**src/rtl/logic_unit_pipe_if.sv**
```systemverilog
// Bus between a producer/consumer and the pipelined logic unit.
// The unit itself takes the slave view; whatever feeds it and drains
// results takes the master view. WIDTH and TAG_W must match the unit.
interface logic_unit_pipe_if #(
    parameter int WIDTH = 32,
    parameter int TAG_W = 5
);
    logic             in_valid;
    logic             in_ready;
    logic [2:0]       in_op;
    logic [WIDTH-1:0] in_a;
    logic [WIDTH-1:0] in_b;
    logic [TAG_W-1:0] in_tag;
    logic             out_valid;
    logic             out_ready;
    logic [WIDTH-1:0] out_result;
    logic             out_zero;
    logic             out_parity;
    logic [TAG_W-1:0] out_tag;

    modport master (
        output in_valid, in_op, in_a, in_b, in_tag, out_ready,
        input  in_ready, out_valid, out_result, out_zero, out_parity, out_tag
    );

    modport slave (
        input  in_valid, in_op, in_a, in_b, in_tag, out_ready,
        output in_ready, out_valid, out_result, out_zero, out_parity, out_tag
    );
endinterface

```
**src/rtl/logic_unit_pipe.sv**
```systemverilog
// Two-stage pipelined bitwise logic unit for the execute stage.
// Stage 1 captures the operands, op and tag of an accepted beat; stage 2
// evaluates the selected bitwise op and registers the result together with
// its zero/parity flags and the tag. Valid/ready on both sides, one beat per
// cycle when the consumer keeps up, and at most two beats held while stalled.
module logic_unit_pipe #(
    parameter int WIDTH = 32,
    parameter int TAG_W = 5
) (
    input  logic             clk,
    input  logic             rst_n,
    logic_unit_pipe_if.slave bus
);
    typedef enum logic [2:0] {
        OP_AND   = 3'b000,
        OP_OR    = 3'b001,
        OP_XOR   = 3'b010,
        OP_NOR   = 3'b011,
        OP_XNOR  = 3'b100,
        OP_ANDN  = 3'b101,
        OP_ORN   = 3'b110,
        OP_PASSA = 3'b111
    } op_e;

    logic             s1_valid;
    op_e              s1_op;
    logic [WIDTH-1:0] s1_a;
    logic [WIDTH-1:0] s1_b;
    logic [TAG_W-1:0] s1_tag;

    logic             s2_free;
    logic             accept;
    logic             xfer;

    logic [WIDTH-1:0] s2_result;
    logic             s2_zero;
    logic             s2_parity;

    // Stage 2 can take a new beat when it is empty or its beat leaves this
    // cycle. in_ready never looks at in_valid, and out_valid is a register,
    // so there is no combinational path from out_ready back to out_valid.
    assign s2_free      = !bus.out_valid || bus.out_ready;
    assign bus.in_ready = !s1_valid || s2_free;
    assign accept       = bus.in_valid && bus.in_ready;
    assign xfer         = s1_valid && s2_free;

    // Stage 1 occupancy: fill on accept, empty when the beat moves on.
    always_ff @(posedge clk or negedge rst_n) begin
        if (!rst_n) begin
            s1_valid <= 1'b0;
        end else if (accept) begin
            s1_valid <= 1'b1;
        end else if (xfer) begin
            s1_valid <= 1'b0;
        end
    end

    // Stage 1 payload: only written on accept, so it needs no reset.
    always_ff @(posedge clk) begin
        if (accept) begin
            s1_op  <= op_e'(bus.in_op);
            s1_a   <= bus.in_a;
            s1_b   <= bus.in_b;
            s1_tag <= bus.in_tag;
        end
    end

    // Evaluate the selected bitwise op on the stage 1 operands.
    always_comb begin
        s2_result = '0;
        case (s1_op)
            OP_AND:  s2_result = s1_a & s1_b;
            OP_OR:   s2_result = s1_a | s1_b;
            OP_XOR:  s2_result = s1_a ^ s1_b;
            OP_NOR:  s2_result = ~(s1_a | s1_b);
            OP_XNOR: s2_result = ~(s1_a ^ s1_b);
            OP_ANDN: s2_result = s1_a & ~s1_b;
            OP_ORN:  s2_result = s1_a | ~s1_b;
            default: s2_result = s1_a;
        endcase
    end

    // Flags come from the freshly computed result so they register with it.
    always_comb begin
        s2_zero   = (s2_result == '0);
        s2_parity = ^s2_result;
    end

    // Stage 2 output registers: load on transfer, drop valid once drained.
    always_ff @(posedge clk or negedge rst_n) begin
        if (!rst_n) begin
            bus.out_valid  <= 1'b0;
            bus.out_result <= '0;
            bus.out_zero   <= 1'b0;
            bus.out_parity <= 1'b0;
            bus.out_tag    <= '0;
        end else if (xfer) begin
            bus.out_valid  <= 1'b1;
            bus.out_result <= s2_result;
            bus.out_zero   <= s2_zero;
            bus.out_parity <= s2_parity;
            bus.out_tag    <= s1_tag;
        end else if (bus.out_ready) begin
            bus.out_valid  <= 1'b0;
        end
    end
endmodule

```
**src/flat_wrapper.sv**
```systemverilog
// flat-port wrapper written by rule: the top's interface ports become plain ports
module logic_unit_pipe_flat 
#(
    parameter int WIDTH = 32,
    parameter int TAG_W = 5
)
  (clk, rst_n, bus_in_valid, bus_in_op, bus_in_a, bus_in_b, bus_in_tag, bus_out_ready, bus_in_ready, bus_out_valid, bus_out_result, bus_out_zero, bus_out_parity, bus_out_tag);
  logic_unit_pipe_if #(.WIDTH(WIDTH), .TAG_W(TAG_W)) bus_i ();
  input  logic clk;
  input  logic rst_n;
  input wire logic [$bits(bus_i.in_valid)-1:0] bus_in_valid;
  input wire logic [$bits(bus_i.in_op)-1:0] bus_in_op;
  input wire logic [$bits(bus_i.in_a)-1:0] bus_in_a;
  input wire logic [$bits(bus_i.in_b)-1:0] bus_in_b;
  input wire logic [$bits(bus_i.in_tag)-1:0] bus_in_tag;
  input wire logic [$bits(bus_i.out_ready)-1:0] bus_out_ready;
  output wire logic [$bits(bus_i.in_ready)-1:0] bus_in_ready;
  output wire logic [$bits(bus_i.out_valid)-1:0] bus_out_valid;
  output wire logic [$bits(bus_i.out_result)-1:0] bus_out_result;
  output wire logic [$bits(bus_i.out_zero)-1:0] bus_out_zero;
  output wire logic [$bits(bus_i.out_parity)-1:0] bus_out_parity;
  output wire logic [$bits(bus_i.out_tag)-1:0] bus_out_tag;
  assign bus_i.in_valid = bus_in_valid;
  assign bus_i.in_op = bus_in_op;
  assign bus_i.in_a = bus_in_a;
  assign bus_i.in_b = bus_in_b;
  assign bus_i.in_tag = bus_in_tag;
  assign bus_i.out_ready = bus_out_ready;
  assign bus_in_ready = bus_i.in_ready;
  assign bus_out_valid = bus_i.out_valid;
  assign bus_out_result = bus_i.out_result;
  assign bus_out_zero = bus_i.out_zero;
  assign bus_out_parity = bus_i.out_parity;
  assign bus_out_tag = bus_i.out_tag;
  logic_unit_pipe #(.WIDTH(WIDTH), .TAG_W(TAG_W)) u_core (.clk(clk), .rst_n(rst_n), .bus(bus_i));
endmodule
```
**config.mk**
```make
export PLATFORM = sky130hd
export DESIGN_NAME = logic_unit_pipe_flat
export DESIGN_NICKNAME = d
export VERILOG_FILES = /design/src/rtl/logic_unit_pipe_if.sv /design/src/rtl/logic_unit_pipe.sv /design/src/flat_wrapper.sv
export SDC_FILE = /design/constraint.sdc
export NUM_CORES = 1
export LEC_CHECK = 0
export ABC_AREA = 1
export BUFFER_PORTS_ARGS = -buffer_cell sky130_fd_sc_hd__buf_2
export CELL_PAD_IN_SITES_DETAIL_PLACEMENT = 0
export CELL_PAD_IN_SITES_GLOBAL_PLACEMENT = 1
export CORE_UTILIZATION = 42
export DETAILED_ROUTE_END_ITERATION = 7
export GPL_ROUTABILITY_DRIVEN = 0
export PLACE_DENSITY_LB_ADDON = 0.25
export REMOVE_ABC_BUFFERS = 1
export SYNTH_ARGS = -nofsm -noshare
export SYNTH_HDL_FRONTEND = slang
export SYNTH_SLANG_ARGS = --single-unit
```
**constraint.sdc**
```tcl
create_clock -name clk -period 3.1 [get_ports clk]
set_input_delay 0.93 -clock clk [delete_from_list [all_inputs] [get_ports clk]]
set_output_delay 0.93 -clock clk [all_outputs]
set_load 0.01 [all_outputs]
```
==> results of run 1 <==
[worst min-delay path by stage]
stage	startpoint	end	slack, ns
global route	rst_n	u_core.bus.out_valid	0.45
floorplan	u_core.s1_tag[0]	u_core.bus.out_tag[0]	0.42
finish	u_core.s1_tag[2]	u_core.bus.out_tag[2]	0.44
CTS	rst_n	u_core.bus.out_tag[3]	0.44
global placement	u_core.s1_tag[3]	u_core.bus.out_tag[3]	0.42
detailed placement	u_core.s1_tag[2]	u_core.bus.out_tag[2]	0.43
[cells by family after synthesis]
| group | after synthesis | synth area share [%] |
|---|---|---|
| and+or+nand+nor | 383 | 20.84 |
| buffers and inverters | 219 | 11.72 |
| AOI/OAI and AO/OA | 127 | 9.412 |
| DFF | 113 | 44.17 |
| adders and majority gates | 80 | 13.87 |
[synthesized netlist by cell type, drive strengths merged, types with 5 or more instances]
master  number  share of area [%]
nand2      233                 12
inv        187                9.7
nor2       106                5.5
o21ai       94                6.5
ha          80                 14
edfxtp      72                 30
dfrtp       41                 14
nand3       37                2.6
o22ai       31                2.7
buf         19                1.3
clkbuf      13               0.69
nand4        5               0.43
[per-layer routing]
metal	global-route usage [%]	vias to the layer above	part of all wire, %	routed length, µm
met2	34.41	126	48	8163
met5	0	-	0	0
li1	-	3140	-	-
met3	4.490	11	4.0	685
met4	5.997	0	0.91	155
met1	26.34	2693	47	8065
[metrics by stage]
stage | util, % | std cells | setup WS [ns] | power [µW]
6_report | 52.00 | 1275 | 0.4598 | 5533
3_3_place_gp | 48.34 | 1243 | 0.5119 | 3513
4_1_cts | 52.00 | 1275 | 0.4242 | 5604
3_5_place_dp | 48.34 | 1243 | 0.4612 | 3529
5_1_grt | 52.00 | 1275 | 0.1231 | 5919
2_1_floorplan | - | 890 | 0.07071 | 3012
[power groups by stage]
stage / clock network [µW] / registers, µW / logic, µW
6_report: 2040 / 1990 / 1500
5_1_grt: 2150 / 2020 / 1750
4_1_cts: 2090 / 1990 / 1520
3_5_place_dp: 0 / 2020 / 1510
3_3_place_gp: 0 / 2020 / 1500
2_1_floorplan: 0 / 2080 / 930
[cell type report]
class                      instances  area share (%)
sequential                       113           36.71
multi-input combinational        590           36.70
timing repair buffer             133           8.299
inverter                         187           8.082
clock buffer                      20           5.143
tap                              220           3.170
clock inverter                    12           1.902
[registers in the layout (all words and copies together), names as in the netlist]
register / cells
u_core.bus.out_zero: 1
u_core.s1_op: 3
u_core.bus.out_parity: 1
u_core.s1_tag: 5
u_core.s1_b: 32
u_core.s1_valid: 1
u_core.bus.out_valid: 1
u_core.s1_a: 32
u_core.bus.out_result: 32
u_core.bus.out_tag: 5
[worst reg2reg max path, cell delays in order, from the launching register on]
cell	delay (ns)
edfxtp_1	0.47
inv_2	0.13
nand2_1	0.07
nor2_2	0.08
buf_4	0.34
nand2_1	0.08
o21ai_0	0.08
inv_1	0.05
nand3_1	0.11
inv_1	0.06
ha_1	0.35
nand2_1	0.11
inv_1	0.04
nor2_1	0.08
nand2_1	0.05
nand2_1	0.08
nor2_1	0.05
nor2_1	0.13
nand2_1	0.06
nand3_1	0.06
nand2_1	0.06
==> out/metrics.cfg, run 1 <==
[placement]
port_buffers=116
place_hpwl_mm=11.42
placed_area_um2=8073

[critical_path]
endpoint_kind=flop
cp_data_required_time_ns=3.41
critical_path.startpoint=u_core.s1_op[2]
worst-path-stages=20
path_class=reg -> reg
start_kind=flop
crit_chain=inv_2, nand2_1, nor2_2, buf_4, nand2_1, o21ai_0, inv_1, nand3_1, inv_1, ha_1, nand2_1, inv_1, nor2_1, nand2_1, nand2_1, nor2_1, nor2_1, nand2_1, nand3_1, nand2_1
r2r-start=u_core.s1_op[2]
slowest_delay_ns=0.47
endpoint=u_core.bus.out_parity
path_delay_family=simple AND/OR/NAND/NOR gates
worst-path-buf-inv=5
r2r_cells=20
crit_slowest_cell=edfxtp_1
path_common_cell=nand2_1
crit_arrival_ns=2.95
path_max_fanout=32
reg2reg_slack_ns=0.46
r2r_end=u_core.bus.out_parity

[floorplanning]
die-area_um2=17710
die_h_um=133.1
start_util_pct=43.22
io-pin-count=117
rows=47
core_um2=16700
die_w_um=133.1

[clocking]
cts_setup_buffers=0
clk_latency_ns=0.42
hold_buffers=0
root_buffer=clkbuf_16
ctsResizeCount=0
cts.clk_slew.worst_paths_ns=0.06
cts_buffer_depth=2
cts_tree=done
htreeDepth=4
cts_sinks=113
cts_buffers=17

[global_routing]
grt_pass1_vias=5718
antenna_found_initial=0
groute.usage.overall_pct=20.43
grt_max_degree=73
grt_pass1_wl_mm=27.84
grt_overflow=0

[cells_and_area]
final_cell_mix=nand2_1 (232), inv_1 (185), buf_2 (116)
n_antenna_cell=0
multi_input_area_um2=3187
seqCellArea_um2=3188
layout-drive-gt1-share_pct=15.83
layout_commonest_cell=nand2_1
area_growth_pct=20.32
fillCellCount=1650
final_area_um2=8685
final_nets=1198

[logic_synthesis]
yosys_warnings=0
synth_ff_type=edfxtp_1
syn_area_um2=7218
synth_edf_count=72
synth-seq-cells=113
async_flop_share_pct=36.28
synth_cell_types=20
synth_area_per_cell_um2=7.829
syn_inst=922
ys_seq_area_share_pct=44.17

[timing]
relSlewSlack_pct=65.46
min_period_ns=2.640
fmax_ghz=0.3788
hold-worst-slack_ns=0.4392
period_share_pct=85.17
tns_ns=0
rsz0062_at_grt=no
slew_viol_final=0
hold_violations=0
finClkSkew_ns=0.008322
tightest_slew_ns=0.5180
setup_viol=0

[routing]
drt-pass1-iter-count=6
wl_per_cell_um=13.39
drc=0
ant_nets=0
drt-total-wl_mm=17.07
vias=5970
avgViaCountPerCell=4.682
drt_iter0_markers=361

[power]
peakVddDrop_mv=0.4560
power.density_nw_per_um2=637.1
p_int_uw=3778
comb_power_share_pct=27.1
p_sw_uw=1755
swShare_pct=31.71
power_frac_seq_pct=36.0
power_leakage_uw=0.004580
clockPowerShare_pct=36.9

[outcome]
status=complete, no violations

[min_path]
min_path_type=reg -> reg
hold_path_depth=2

[flow_run]
drv_cap=0

Power figures use the tool's default switching activity.
==> run 2, diff against run 1 <==
==> constraint.sdc (replaced) <==
create_clock -name clk -period 3.1 [get_ports clk]
set_input_delay 0.465 -clock clk [delete_from_list [all_inputs] [get_ports clk]]
set_output_delay 0.465 -clock clk [all_outputs]
set_load 0.01 [all_outputs]
==> run 2 against run 1 <==
Compared with the run above:
- hold slack lost 0.22 ns
- core utilization shrank 0.45 points
- register-to-register slack is essentially flat
- combinational power is essentially flat
- setup slack gained 0.0073 ns
- non-clock buffer count shrank 1
- power shrank 3.8%
- critical path depth is the same
- sequential share of layout area grew 0.32 points
- global-route usage grew 0.48 points
==> out/metrics.cfg, run 2 (synthesized netlist as in run 1, its figures left out) <==
[outcome]
status=complete, no violations

[routing]
avgViaCountPerCell=4.646  ; -0.78%
drt_iter0_markers=268  ; -26%
vias=5919  ; -0.85%
wl_per_cell_um=13.48  ; +0.71%
drt-pass1-iter-count=5  ; -1
ant_nets=0  ; unchanged
drc=0  ; unchanged
drt-total-wl_mm=17.18  ; +0.63%

[timing]
hold_violations=0  ; unchanged
period_share_pct=84.93  ; -0.24 points
finClkSkew_ns=0.007692  ; -0.0006297 ns
slew_viol_final=0  ; unchanged
tns_ns=0  ; unchanged
tightest_slew_ns=1.089  ; +0.5712 ns
rsz0062_at_grt=no
min_period_ns=2.633  ; -0.007339 ns
fmax_ghz=0.3798  ; +0.28%
setup_viol=0  ; unchanged
hold-worst-slack_ns=0.2163  ; -0.2229 ns
relSlewSlack_pct=27.39  ; -38 points

[critical_path]
endpoint_kind=flop
endpoint=u_core.bus.out_parity
path_class=reg -> reg
path_max_fanout=32  ; unchanged
r2r_end=u_core.bus.out_parity
crit_arrival_ns=2.94  ; about the same
cp_data_required_time_ns=3.41  ; about the same
reg2reg_slack_ns=0.47  ; about the same
critical_path.startpoint=u_core.s1_op[2]
r2r-start=u_core.s1_op[2]
start_kind=flop
r2r_cells=20  ; unchanged

[floorplanning]
start_util_pct=43.22  ; unchanged
die_h_um=133.1  ; unchanged
die-area_um2=17710  ; unchanged
core_um2=16700  ; unchanged
io-pin-count=117  ; unchanged
die_w_um=133.1  ; unchanged
rows=47  ; unchanged

[cells_and_area]
fillCellCount=1642  ; -0.48%
layout_commonest_cell=nand2_1
multi_input_area_um2=3187  ; unchanged
reg_top3=u_core.bus.out_result x32, u_core.s1_a x32, u_core.s1_b x32
final_nets=1197  ; -0.083%
final_cell_mix=nand2_1 (232), inv_1 (185), buf_2 (116)
n_antenna_cell=0  ; unchanged
layout-drive-gt1-share_pct=15.94  ; +0.11 points
seqCellArea_um2=3188  ; unchanged
area_growth_pct=19.28

[power]
clockPowerShare_pct=34.6  ; -2.3 points
power.density_nw_per_um2=618.1  ; -3.0%
comb_power_share_pct=28.0  ; +0.9 points
power_leakage_uw=0.004532  ; -1.1%
peakVddDrop_mv=0.4427  ; -2.9%
p_sw_uw=1784  ; +1.7%
power_frac_seq_pct=37.4  ; +1.4 points
p_int_uw=3538  ; -6.4%
swShare_pct=33.52  ; +1.8 points

[global_routing]
grt_overflow=0  ; unchanged
groute.usage.overall_pct=20.92  ; +0.48 points
grt_pass1_vias=6016  ; +5.2%
grt_pass1_wl_mm=28.90  ; +3.8%
antenna_found_initial=0  ; unchanged
grt_max_degree=42  ; -42%

[placement]
port_buffers=116  ; unchanged
place_hpwl_mm=11.33  ; -0.80%

[flow_run]
drv_cap=0  ; unchanged

[clocking]
cts_sinks=113  ; unchanged
cts_tree=done
cts_setup_buffers=0  ; unchanged
root_buffer=clkbuf_16
cts_buffer_depth=2  ; unchanged
ctsResizeCount=0  ; unchanged
htreeDepth=4  ; unchanged
clk_latency_ns=0.42  ; about the same
cts_buffers=17  ; unchanged
hold_buffers=0  ; unchanged
cts.clk_slew.worst_paths_ns=0.06  ; about the same

[min_path]
holdCritStartpoint=bus_in_b[21]
hold_path_depth=1  ; -1
min_path_type=in -> reg

==> run 2: worst max-delay path, stage by stage (launching register included) <==
cell and delay (ns):
edfxtp_1 0.47, inv_2 0.13, nand2_1 0.07, nor2_2 0.08, buf_4 0.35, nand2_1 0.08
o21ai_0 0.09, inv_1 0.06, nand3_1 0.10, inv_1 0.05, ha_1 0.34, nand2_1 0.10
inv_1 0.04, nor2_1 0.09, nand2_1 0.06, nand2_1 0.07, nor2_1 0.04, nor2_1 0.10
nand2_1 0.05, nand3_1 0.06, nand2_1 0.06
==> run 2: layer usage <==
layer / GRT usage, % / vias to the layer above / wire length, µm
met1: 26.49 / 2642 / 8136
met5: 0 / - / 0
met4: 7.197 / 0 / 230
li1: - / 3136 / -
met3: 3.843 / 16 / 641
met2: 35.86 / 125 / 8170
==> run 2: worst min-delay path by stage <==
| stage | slack (ns) | endpoint |
|---|---|---|
| 6_report | 0.22 | u_core.s1_b[21] |
| 5_1_grt | 0.20 | u_core.s1_a[25] |
| 4_1_cts | 0.20 | u_core.s1_b[25] |
| 3_5_place_dp | 0.43 | u_core.bus.out_tag[2] |
| 3_3_place_gp | 0.42 | u_core.bus.out_tag[4] |
| 2_1_floorplan | 0.17 | u_core.bus.out_parity |
==> run 2: area by class of cell <==
type	instances	share of cell area, %
clock inverters	13	1.322
repair buffers	132	8.138
multi-input cells	590	37.01
clock buffers	19	5.145
inverters	187	8.153
well taps	220	3.197
flip-flops and latches	113	37.03
==> run 2: metrics by stage <==
stage	power (µW)	area [µm²]	setup slack, ns	util (%)	instances
finish	5322	8610	0.4672	51.55	1274
floorplan	3012	7074	0.3339	-	890
CTS	5397	8610	0.4301	51.55	1274
global placement	3511	8053	0.5128	48.22	1242
global route	5727	8610	0.05401	51.55	1274
detailed placement	3522	8053	0.4454	48.22	1242
==> run 2: power groups by stage <==
| stage | sequential, µW | clock, µW | combinational [µW] |
|---|---|---|---|
| 4_1_cts | 1990 | 1890 | 1520 |
| 2_1_floorplan | 2080 | 0 | 930 |
| 3_5_place_dp | 2010 | 0 | 1510 |
| 6_report | 1990 | 1840 | 1490 |
| 5_1_grt | 2020 | 1950 | 1760 |
| 3_3_place_gp | 2010 | 0 | 1500 |
